==> config.mk <==
export PLATFORM = sky130hd
export DESIGN_NAME = fetch_unit
export DESIGN_NICKNAME = d
export VERILOG_FILES = /design/src/rtl/cpu_pkg.sv /design/src/rtl/pc_reg.sv /design/src/rtl/fetch_unit.sv
export SDC_FILE = /design/constraint.sdc
export NUM_CORES = 1
export LEC_CHECK = 0
export CORE_MARGIN = 4
export CORE_UTILIZATION = 46
export DETAILED_ROUTE_END_ITERATION = 7
export GPL_ROUTABILITY_DRIVEN = 0
export PLACE_DENSITY = 0.86
export SLEW_MARGIN = 10
export SYNTH_ARGS = -nofsm -noshare
export SYNTH_HDL_FRONTEND = slang
export SYNTH_SLANG_ARGS = --single-unit
==> constraint.sdc <==
create_clock -name clk -period 3.1 [get_ports clk]
set_clock_uncertainty 0.15 [all_clocks]
set_input_delay 0.62 -clock clk [delete_from_list [all_inputs] [get_ports clk]]
set_output_delay 0.62 -clock clk [all_outputs]
set_load 0.005 [all_outputs]
==> src/rtl/cpu_pkg.sv <==
// cpu_pkg: shared definitions for the core front end.
//   - fetch_state_e : fetch FSM states
//   - NOP_INSTR     : value held in the instruction register after reset
//   - XLEN          : architectural register / address width
//   - *_LSB/*_MSB   : bit positions of the opcode, funct3 and funct7 fields
//   - is_word_aligned() : true when an address has its low two bits clear
package cpu_pkg;

  localparam int XLEN = 32;

  localparam logic [XLEN-1:0] NOP_INSTR = 32'h0000_0013;

  localparam int OP_LSB = 0;
  localparam int OP_MSB = 6;
  localparam int F3_LSB = 12;
  localparam int F3_MSB = 14;
  localparam int F7_LSB = 25;
  localparam int F7_MSB = 31;

  typedef enum logic [1:0] {
    ST_START = 2'd0,
    ST_FETCH = 2'd1,
    ST_HOLD  = 2'd2,
    ST_HALT  = 2'd3
  } fetch_state_e;

  function automatic logic is_word_aligned(input logic [XLEN-1:0] addr);
    return (addr[1:0] == 2'b00);
  endfunction

endpackage

==> src/rtl/pc_reg.sv <==
// pc_reg: program counter with load enable and next-PC select.
// Ports:
//   clk, rst          : clock, asynchronous active-low reset
//   i_load            : update the PC this cycle
//   i_sel_target      : 1 = load i_target, 0 = load PC + 4
//   i_target          : redirect address (already checked for alignment)
//   o_pc, o_pcplus4   : current PC and PC + 4 (wraps modulo 2^32)
module pc_reg
  import cpu_pkg::*;
#(
  parameter logic [XLEN-1:0] RESET_PC = 32'h0000_0000
) (
  input  logic            clk,
  input  logic            rst,
  input  logic            i_load,
  input  logic            i_sel_target,
  input  logic [XLEN-1:0] i_target,
  output logic [XLEN-1:0] o_pc,
  output logic [XLEN-1:0] o_pcplus4
);

  logic [XLEN-1:0] r_pc;
  logic [XLEN-1:0] w_pcplus4;
  logic [XLEN-1:0] w_next_pc;

  assign w_pcplus4 = r_pc + 32'd4;

  // Next-PC mux: redirect target or sequential successor.
  always_comb begin
    w_next_pc = w_pcplus4;
    if (i_sel_target) begin
      w_next_pc = i_target;
    end else begin
      w_next_pc = w_pcplus4;
    end
  end

  // PC register, loaded only when the fetch FSM retires an instruction.
  always_ff @(posedge clk or negedge rst) begin
    if (!rst) begin
      r_pc <= RESET_PC;
    end else if (i_load) begin
      r_pc <= w_next_pc;
    end else begin
      r_pc <= r_pc;
    end
  end

  assign o_pc      = r_pc;
  assign o_pcplus4 = w_pcplus4;

endmodule

==> src/rtl/fetch_unit.sv <==
// fetch_unit: instruction fetch stage.
// Ports:
//   clk, rst                          : clock, asynchronous active-low reset
//   imem_req/imem_addr                : fetch request and address (= pc)
//   imem_ack/imem_rdata               : memory response
//   instr_valid/instr_ready           : handshake with the decoder
//   branch_taken/branch_target        : redirect, sampled only on consume
//   instr, op, funct3, funct7         : held instruction and its fields
//   pc, pcplus4                       : address of held/fetched instruction
//   misalign                          : sticky misaligned-redirect flag
//   retired                           : wrapping count of consumed instructions
module fetch_unit
  import cpu_pkg::*;
#(
  parameter logic [31:0] RESET_PC = 32'h0000_0000
) (
  input  logic        clk,
  input  logic        rst,
  output logic        imem_req,
  output logic [31:0] imem_addr,
  input  logic        imem_ack,
  input  logic [31:0] imem_rdata,
  output logic        instr_valid,
  input  logic        instr_ready,
  input  logic        branch_taken,
  input  logic [31:0] branch_target,
  output logic [31:0] instr,
  output logic [6:0]  op,
  output logic [2:0]  funct3,
  output logic [6:0]  funct7,
  output logic [31:0] pc,
  output logic [31:0] pcplus4,
  output logic        misalign,
  output logic [31:0] retired
);

  fetch_state_e r_state;
  fetch_state_e w_next_state;
  logic [31:0]  r_instr;
  logic [31:0]  r_retired;
  logic         r_misalign;
  logic         w_capture;
  logic         w_consume;
  logic         w_pc_load;
  logic         w_pc_sel_target;
  logic         w_misalign_set;

  pc_reg #(
    .RESET_PC (RESET_PC)
  ) u_pc_reg (
    .clk          (clk),
    .rst          (rst),
    .i_load       (w_pc_load),
    .i_sel_target (w_pc_sel_target),
    .i_target     (branch_target),
    .o_pc         (pc),
    .o_pcplus4    (pcplus4)
  );

  // Next-state and control decode.
  always_comb begin
    w_next_state    = r_state;
    w_capture       = 1'b0;
    w_consume       = 1'b0;
    w_pc_load       = 1'b0;
    w_pc_sel_target = 1'b0;
    w_misalign_set  = 1'b0;
    case (r_state)
      ST_START: begin
        w_next_state = ST_FETCH;
      end
      ST_FETCH: begin
        if (imem_ack) begin
          w_capture    = 1'b1;
          w_next_state = ST_HOLD;
        end else begin
          w_next_state = ST_FETCH;
        end
      end
      ST_HOLD: begin
        if (instr_ready) begin
          w_consume = 1'b1;
          // A misaligned redirect halts with the PC left on the offender.
          if (branch_taken && !is_word_aligned(branch_target)) begin
            w_misalign_set = 1'b1;
            w_next_state   = ST_HALT;
          end else begin
            w_pc_load       = 1'b1;
            w_pc_sel_target = branch_taken;
            w_next_state    = ST_FETCH;
          end
        end else begin
          w_next_state = ST_HOLD;
        end
      end
      ST_HALT: begin
        w_next_state = ST_HALT;
      end
      default: begin
        w_next_state = ST_HALT;
      end
    endcase
  end

  // FSM state register.
  always_ff @(posedge clk or negedge rst) begin
    if (!rst) begin
      r_state <= ST_START;
    end else begin
      r_state <= w_next_state;
    end
  end

  // Instruction register, retired counter and sticky misalign flag.
  always_ff @(posedge clk or negedge rst) begin
    if (!rst) begin
      r_instr    <= NOP_INSTR;
      r_retired  <= 32'd0;
      r_misalign <= 1'b0;
    end else begin
      r_instr    <= w_capture ? imem_rdata : r_instr;
      r_retired  <= w_consume ? (r_retired + 32'd1) : r_retired;
      r_misalign <= r_misalign | w_misalign_set;
    end
  end

  assign imem_req    = (r_state == ST_FETCH);
  assign instr_valid = (r_state == ST_HOLD);
  assign imem_addr   = pc;
  assign instr       = r_instr;
  assign op          = r_instr[OP_MSB:OP_LSB];
  assign funct3      = r_instr[F3_MSB:F3_LSB];
  assign funct7      = r_instr[F7_MSB:F7_LSB];
  assign misalign    = r_misalign;
  assign retired     = r_retired;

endmodule

==> Yosys cells after proc, flatten, opt, wreduce, memory -nomap -nowiden <==
Cells that the tools add are included.
{ "word_totals": {"regBits": 99, "in_bits": 69, "word_cells": 33} }
{ "classes": {"n_bitwise": 1, "addsub": 2, "n_reduce_logical": 4, "muxes": 18, "n_eq_ne": 3} }
{ "op_table": {"columns": ["operator", "n"], "rows": [
  ["adder 32 x 1 -> 32 bit, second input constant", 1],
  ["adder 32 x 3 -> 32 bit, second input constant", 1],
  ["2-to-1 mux 32 bit", 1],
  ["2-to-1 mux 1 bit", 13],
  ["case mux 2 bit (4 select lines)", 1],
  ["2-to-1 mux 2 bit", 3],
  ["== test 2 bit, second input constant", 2],
  ["logical NOT 2 bit", 2],
  ["== test 2 x 1 -> 1 bit, second input constant", 1],
  ["logical AND 1 bit", 1],
  ["logical NOT 1 bit", 1],
  ["bitwise OR 1 bit", 1]
]} }

==> Longest topological paths before layout <==
Gate-level depths: netlist (run 1).
{ "logic_depth": {"depth_word": 7, "depth_mapped": 6} }

==> By module <==
Synthesis (run 1) repeated with hierarchy kept, for this count alone.
{ "hier_totals": {"cells_unflattened": 562, "area_unflattened_um2": 5595.4} }
{ "by_module_without_submodules": {"columns": ["mod", "seq_area_each_um2", "n_inst", "area_per_inst_um2", "cells_per_inst"], "rows": [
  ["fetch_unit", 1680.4, 1, 3175.5, 261],
  ["pc_reg", 800.8, 1, 2419.8, 301]
]} }

==> Least setup slack after synthesis (run 1) <==
Ideal clock, no wire load.
{ "synth_timing": {"kind": "register to output", "start": "reg u_pc_reg.r_pc[2], in the netlist u_pc_reg.o_pc[2]", "end": "out pcplus4[30]", "arrival_ns": 1.687, "path_stages_with_launch": 7, "required_ns": 2.330, "slack_ns": 0.643, "path_cell_list": "dfrtp_1 > ha_1 > and2_1 > clkbuf_1 > nand4_1 > nor4_2 > xor2_1"} }
{ "synth_via": {"elab_chain_len": 1} }
{ "synth_lines": {"columns": ["item", "line", "source"], "rows": [
  ["start, declared", "pc_reg.sv:22", "logic [XLEN-1:0] r_pc;"],
  ["start signal, assigned", "pc_reg.sv:43", "r_pc <= w_next_pc;"],
  ["start signal, assigned", "pc_reg.sv:45", "r_pc <= r_pc;"],
  ["adder 32 x 3 -> 32 bit", "pc_reg.sv:26", "assign w_pcplus4 = r_pc + 32'd4;"],
  ["end, declared", "fetch_unit.sv:32", "output logic [31:0] pcplus4,"]
]} }
Every way passes these cells.

==> Worst setup path in the final report (run 1) <==
Same ends and word-level chain as after synthesis.

==> flow_metrics.env, run 1 <==
export IMPL_io_pin_count=249
export IMPL_fillers=833
export IMPL_synth_xor_area_share_pct=8.85
export IMPL_max_cap_violations=0
export IMPL_dpl_hpwl_mm=14.7
export IMPL_p_leak_nw=3.78
export IMPL_synth_cells=571
export IMPL_initial_utilization_pct=47.4
export IMPL_die_h_um=120
export IMPL_violations="negative setup slack"
export IMPL_drt_initial_drc_count=609
export IMPL_cts_tree="done"
export IMPL_critPathRequiredTime_ns=2.33
export IMPL_antenna_found_initial=1
export IMPL_end_kind="primary output"
export IMPL_firstDrtPassIters=6
export IMPL_min_period_over_period_pct=102
export IMPL_synthMostInstantiatedCell="dfrtp_1"
export IMPL_numClockSinks=99
export IMPL_rsz0062_at_grt="yes"
export IMPL_critPathArrivalTime_ns=2.39
export IMPL_synth_mux_area_fraction_pct=6.80
export IMPL_holdBufCountCts=0
export IMPL_yosysTopAreaCell="dfrtp_1"
export IMPL_overflow=0
export IMPL_grt_pass1_vias=5767
export IMPL_start_kind="register"
export IMPL_die_w_um=120
export IMPL_whs_ns=0.150
export IMPL_wl_per_cell_um=21.0
export IMPL_fin_cells=992
export IMPL_slew_violations=0
export IMPL_drcViolationCount=0
export IMPL_clock_latency_ns=0.34
export IMPL_dp_slack_ns=0.166
export IMPL_cts_made_buffers=9
export IMPL_postSynth_asyncResetShare_pct=100
export IMPL_worstMarginPinSlew_ns=0.644
export IMPL_synth_main_ff_cell="dfrtp_1"
export IMPL_maxSlewHeadroom_pct=57.1
export IMPL_vias_per_cell=5.92
export IMPL_synth_adder_area_share_pct=0.436
export IMPL_min_path_type="in2async"
export IMPL_ant_nets=0
export IMPL_synth_edf_count=0
export IMPL_critical_path_class="reg2out"
export IMPL_hold_viol=0
export IMPL_clock_fmax_mhz=316
export IMPL_synth_top_area_share_pct=41.8
export IMPL_power_density_mw_per_mm2=490
export IMPL_layout_nets=889
export IMPL_crit_fanout=4
export IMPL_core_area_mm2=0.0121
export IMPL_synth_seq_area_share_pct=43.2
export IMPL_syn_num_nets=642
export IMPL_num_vias=5874
export IMPL_rows=40
export IMPL_area_growth_syn_to_layout_pct=57.2
export IMPL_drive_gt1_share_pct=21.7
export IMPL_slowest_delay_ns=0.51
export IMPL_grt_usage_pct=27.3
export IMPL_fin_crit_ns=3.16
export IMPL_cts_buffer_depth=2
export IMPL_cpMaxStageDelayCell="clkdlybuf4s50_1"
export IMPL_drt_wl_total_mm=20.8
export IMPL_port_buffers=248
export IMPL_dpl_cell_count=949
export IMPL_clk_root_buffer_cell="clkbuf_16"
export IMPL_cp_top_family="simple AND/OR/NAND/NOR gates"
export IMPL_layout_setup_ws_ns=-0.0617
export IMPL_finalSetupViolCount=4
export IMPL_crit_buf_inv=1
export IMPL_htree_num_levels=3
export IMPL_grt_max_degree=56
export IMPL_netlist_area_mm2=0.00574
export IMPL_synth_simple_area_share_pct=20.6
export IMPL_path_cells="ha_2, and2_4, nand4_1, nor4_2, xor2_1, clkdlybuf4s50_1"
export IMPL_grt_pass1_wl_mm=31.6
export IMPL_status="finished with violations"
export IMPL_die_area_mm2=0.0143
export IMPL_avgSynthCellArea_um2=10.1
export IMPL_ys_warnings_count=0
export IMPL_clk_pin_slew_ns=0.07
export IMPL_synth_seq_cells=99
export IMPL_ir_worst_vdd_v=0.000406
export IMPL_synth_cell_type_count=60
export IMPL_synth_commonest_cells="dfrtp_1 (96), buf_4 (52), nand2_1 (42), mux2_2 (32), xor2_1 (30)"
export IMPL_synth_compound_area_share_pct=10.5
export IMPL_ys_top_cells_by_area="dfrtp_1 (42%), buf_4 (6.8%), mux2_2 (6.3%)"
export IMPL_synth_top_family_by_area="simple AND/OR/NAND/NOR gates"
through the flow:
| stage | setup TNS, ns | utilization [%] | area [µm²] | power (mW) |
|---|---|---|---|---|
| floorplan | 0 | - | 5740 | 2.26 |
| global placement | 0 | 68.3 | 8270 | 3.11 |
| detailed placement | 0 | 68.3 | 8270 | 3.16 |
| CTS | -0.0780 | 72.2 | 8750 | 4.40 |
| global route | -0.622 | 74.5 | 9020 | 4.64 |
| finish | -0.123 | 74.5 | 9020 | 4.43 |
layout by cell type (no fill, tap or decap), drive strengths merged, types with 4 or more instances in the layout:
cell type / netlist / final
o22ai: 8 / 8
nor4: 11 / 11
a31oi: 4 / 4
nand2: 42 / 42
nand3: 26 / 26
a311oi: 7 / 7
and4: 16 / 16
a22oi: 6 / 6
mux2: 32 / 32
dfrtp: 96 / 96
clkbuf: 22 / 12
xnor2: 28 / 28
o211ai: 4 / 4
and2: 10 / 10
o21ai: 14 / 14
o311ai: 6 / 6
nor3: 26 / 26
o2bb2ai: 4 / 4
a21oi: 19 / 19
dlymetal6s2s: 0 / 4
xor2: 30 / 30
nor2: 13 / 13
a2bb2oi: 4 / 4
clkdlybuf4s50: 0 / 240
nand4: 21 / 22
inv: 8 / 8
and3: 8 / 8
or4: 6 / 6
buf: 62 / 72
sequential cells by signal (all words and copies together) (netlist names):
signal         cells
r_state            2
misalign           1
u_pc_reg.o_pc     32
retired           32
instr             32
per-layer routing:
metal / global-route usage [%] / share of wire, % / up-vias
li1: - / - / 2517
met1: 35.7 / 38 / 2815
met2: 43.8 / 47 / 447
met3: 6.64 / 11 / 95
met4: 11.0 / 4.4 / 0
met5: 0 / 0 / -
kinds of logic (layout without fill, tap and decap cells):
kind of cell / count (synthesis) / count (layout)
xor+xnor: 58 / 58
simple gates: 197 / 198
buf+inv: 92 / 343
flops: 99 / 99
compound gates: 88 / 88
mux: 35 / 35
fa+ha+maj: 2 / 2
other cells: 0 / 1
area by class of cell:
type | instances | area [µm²] | area share [%]
clock inverter | 4 | 76.3 | 0.846
inverter | 8 | 30.0 | 0.333
timing repair buffer | 319 | 3040 | 33.7
antenna | 1 | 2.50 | 0.0277
multi-input combinational | 381 | 2920 | 32.4
tap | 168 | 210 | 2.33
clock buffer | 12 | 246 | 2.73
sequential | 99 | 2500 | 27.7
worst paths after layout:
check / startpoint / cells past startpoint / endpoint / slack, ns
worst min-delay path: rst / 1 / u_pc_reg.o_pc[0] / 0.15
max in group asynchronous: rst / 2 / instr[0] / 1.89
worst min register to register: retired[31] / 1 / retired[31] / 0.34
worst max-delay path: u_pc_reg.o_pc[2] / 6 / pcplus4[30] / -0.06
min in group clk: retired[31] / 1 / retired[31] / 0.34
worst max register to register: u_pc_reg.o_pc[2] / 6 / u_pc_reg.o_pc[27] / 0.88
power breakdown:
| part | leakage (nW) | internal (mW) | total (mW) | switching [mW] |
|---|---|---|---|---|
| clock network | 0.153 | 0.732 | 1.22 | 0.491 |
| registers | 1.23 | 1.56 | 1.75 | 0.196 |
| logic | 2.39 | 0.999 | 1.45 | 0.450 |
| total | 3.78 | 3.29 | 4.43 | 1.14 |
what timing repair did:
item,4_1_cts,5_1_grt
pin swaps,7,10
cloned,0,1
endpoints found under the setup margin,20,18
endpoints found under the hold margin,0,0
setup buffers,10,15
resized for setup,25,39
No activity file was read; power rests on OpenSTA's default activity.
==> run 2, diff against run 1 <==
--- a/config.mk
+++ b/config.mk
@@ -5,11 +5,13 @@
 export SDC_FILE = /design/constraint.sdc
 export NUM_CORES = 1
 export LEC_CHECK = 0
+export ABC_CLOCK_PERIOD_IN_PS = 4090
 export CORE_MARGIN = 4
 export CORE_UTILIZATION = 46
 export DETAILED_ROUTE_END_ITERATION = 7
 export GPL_ROUTABILITY_DRIVEN = 0
 export PLACE_DENSITY = 0.86
+export SKIP_LAST_GASP = 1
 export SLEW_MARGIN = 10
 export SYNTH_ARGS = -nofsm -noshare
 export SYNTH_HDL_FRONTEND = slang
==> constraint.sdc (replaced) <==
create_clock -name clk -period 4.09 [get_ports clk]
set_clock_uncertainty 0.15 [all_clocks]
set_input_delay 0.818 -clock clk [delete_from_list [all_inputs] [get_ports clk]]
set_output_delay 0.818 -clock clk [all_outputs]
set_load 0.005 [all_outputs]
==> run 2 against run 1 <==
The flow now finishes without violations. Sequential share of layout area rose by 2.2 points. Via count fell by 7.9%. Core utilization fell by 5.8 points. Design area fell by 7.8%. Power fell by 27%. Clock-buffer cell count fell by 3. Critical endpoint unchanged.
==> flow_metrics.env, run 2 (synthesis gave the netlist of run 1 again) <==
export IMPL_clk_pin_slew_ns=0.07
export IMPL_wl_met1_mm=7.27
export IMPL_die_w_um=120
export IMPL_layout_nets=830
export IMPL_dpl_hpwl_mm=14.0
export IMPL_fin_setup_tns_ns=0
export IMPL_cts_resized=0
export IMPL_initial_utilization_pct=47.4
export IMPL_routed_top_layer="met4"
export IMPL_r2r_start="r_state[0]"
export IMPL_grt_pass1_wl_mm=29.7
export IMPL_min_period_over_period_pct=92.5
export IMPL_cts_made_buffers=9
export IMPL_maxSlewHeadroom_pct=32.8
export IMPL_r2r_end="u_pc_reg.o_pc[18]"
export IMPL_clk_root_buffer_cell="clkbuf_16"
export IMPL_drt_wl_total_mm=18.6
export IMPL_rrSetupSlack_ns=1.83
export IMPL_drt_initial_drc_count=515
export IMPL_start_kind="register"
export IMPL_core_area_mm2=0.0121
export IMPL_crit_fanout=9
export IMPL_post_cts_setup_buffers=0
export IMPL_min_path_cells=1
export IMPL_drcViolationCount=0
export IMPL_overflow=0
export IMPL_num_vias=5412
export IMPL_crit_path_start="u_pc_reg.o_pc[2]"
export IMPL_ir_worst_vdd_v=0.000309
export IMPL_cts_buffer_depth=2
export IMPL_path_cells="ha_1, and2_1, nand4_1, nor4_2, xor2_1, clkdlybuf4s50_1"
export IMPL_hold_viol=0
export IMPL_hold_path_end="retired[31]"
export IMPL_antenna_found_initial=0
export IMPL_crit_buf_inv=1
export IMPL_rsz0062_at_grt="no"
export IMPL_p_leak_nw=3.34
export IMPL_dpl_cell_count=916
export IMPL_final_common_cell="clkdlybuf4s50_1"
export IMPL_critPathRequiredTime_ns=3.12
export IMPL_status="complete, no violations"
export IMPL_drive_gt1_share_pct=10.7
export IMPL_htree_num_levels=3
export IMPL_holdBufCountCts=0
export IMPL_ant_nets=0
export IMPL_r2r_cells=5
export IMPL_diodes=0
export IMPL_fin_area_mm2=0.00832
export IMPL_cts_tree="done"
export IMPL_worstMarginPinSlew_ns=1.01
export IMPL_wl_per_cell_um=20.0
export IMPL_met2_length_mm=8.90
export IMPL_wl_met3_mm=1.89
export IMPL_grt_max_degree=80
export IMPL_grt_pass1_vias=5377
export IMPL_min_from="retired[31]"
export IMPL_power_density_mw_per_mm2=387
export IMPL_area_growth_syn_to_layout_pct=44.8
export IMPL_finalSetupViolCount=0
export IMPL_slowest_delay_ns=0.52
export IMPL_fin_cells=932
export IMPL_clock_fmax_mhz=264
export IMPL_final_cell_mix="clkdlybuf4s50_1 (247), dfrtp_1 (96), nand2_1 (42), mux2_2 (32), xor2_1 (30)"
export IMPL_critPathArrivalTime_ns=2.81
export IMPL_numClockSinks=99
export IMPL_min_path_type="reg2reg"
export IMPL_fillers=944
export IMPL_fin_crit_ns=3.78
export IMPL_slew_violations=0
export IMPL_grt_usage_pct=26.0
export IMPL_firstDrtPassIters=5
export IMPL_vias_per_cell=5.81
export IMPL_io_pin_count=249
export IMPL_die_area_mm2=0.0143
export IMPL_cp_top_family="simple AND/OR/NAND/NOR gates"
export IMPL_critical_path_class="reg2out"
export IMPL_final_core_util_pct=68.7
export IMPL_cpMaxStageDelayCell="clkdlybuf4s50_1"
export IMPL_end_kind="primary output"
export IMPL_die_h_um=120
export IMPL_dpl_cell_area_mm2=0.00801
export IMPL_clock_latency_ns=0.35
export IMPL_rows=40
export IMPL_max_cap_violations=0
export IMPL_port_buffers=248
[run 2: cell type report]
| class | instances | area [µm²] | share of cell area [%] |
|---|---|---|---|
| clock buffer | 9 | 225 | 2.71 |
| clock inverter | 7 | 76.3 | 0.918 |
| inverter | 8 | 30.0 | 0.361 |
| multi-input combinational | 380 | 2720 | 32.7 |
| sequential | 99 | 2480 | 29.8 |
| tap | 168 | 210 | 2.53 |
| timing repair buffer | 261 | 2580 | 31.0 |
[run 2: power breakdown]
group          switching, mW  internal, mW  total, mW
logic                  0.297         0.715       1.01
registers              0.157          1.18       1.33
clock network          0.393         0.480      0.873
total                  0.847          2.37       3.22
[run 2: worst max-delay path by stage]
stage / to / cells after the start
5_1_grt: pcplus4[30] / 6
3_3_place_gp: pcplus4[29] / 5
3_5_place_dp: pcplus4[30] / 6
6_report: pcplus4[30] / 6
4_1_cts: pcplus4[30] / 6
2_1_floorplan: pcplus4[30] / 6
[run 2: through the flow]
stage               setup WS [ns]  total power [mW]  hold WS (ns)
CTS                         0.323              3.25         0.319
global placement            0.844              2.34         0.307
finish                      0.308              3.22         0.320
floorplan                    1.44              1.71         0.315
detailed placement          0.735              2.37         0.309
global route                0.100              3.38         0.336
[run 2: metal layers]
layer  vias up  GRT usage, %
met5         -             0
met4         0          10.7
met3        50          7.26
met2       367          41.4
met1      2584          33.6
li1       2411             -
[run 2: worst register-to-register path, delay by kind of cell (launching register included)]
family	cells	cell delay (ns)
compound gates	1	0.26
buf+inv	1	0.28
flops	1	0.46
simple gates	3	1.01
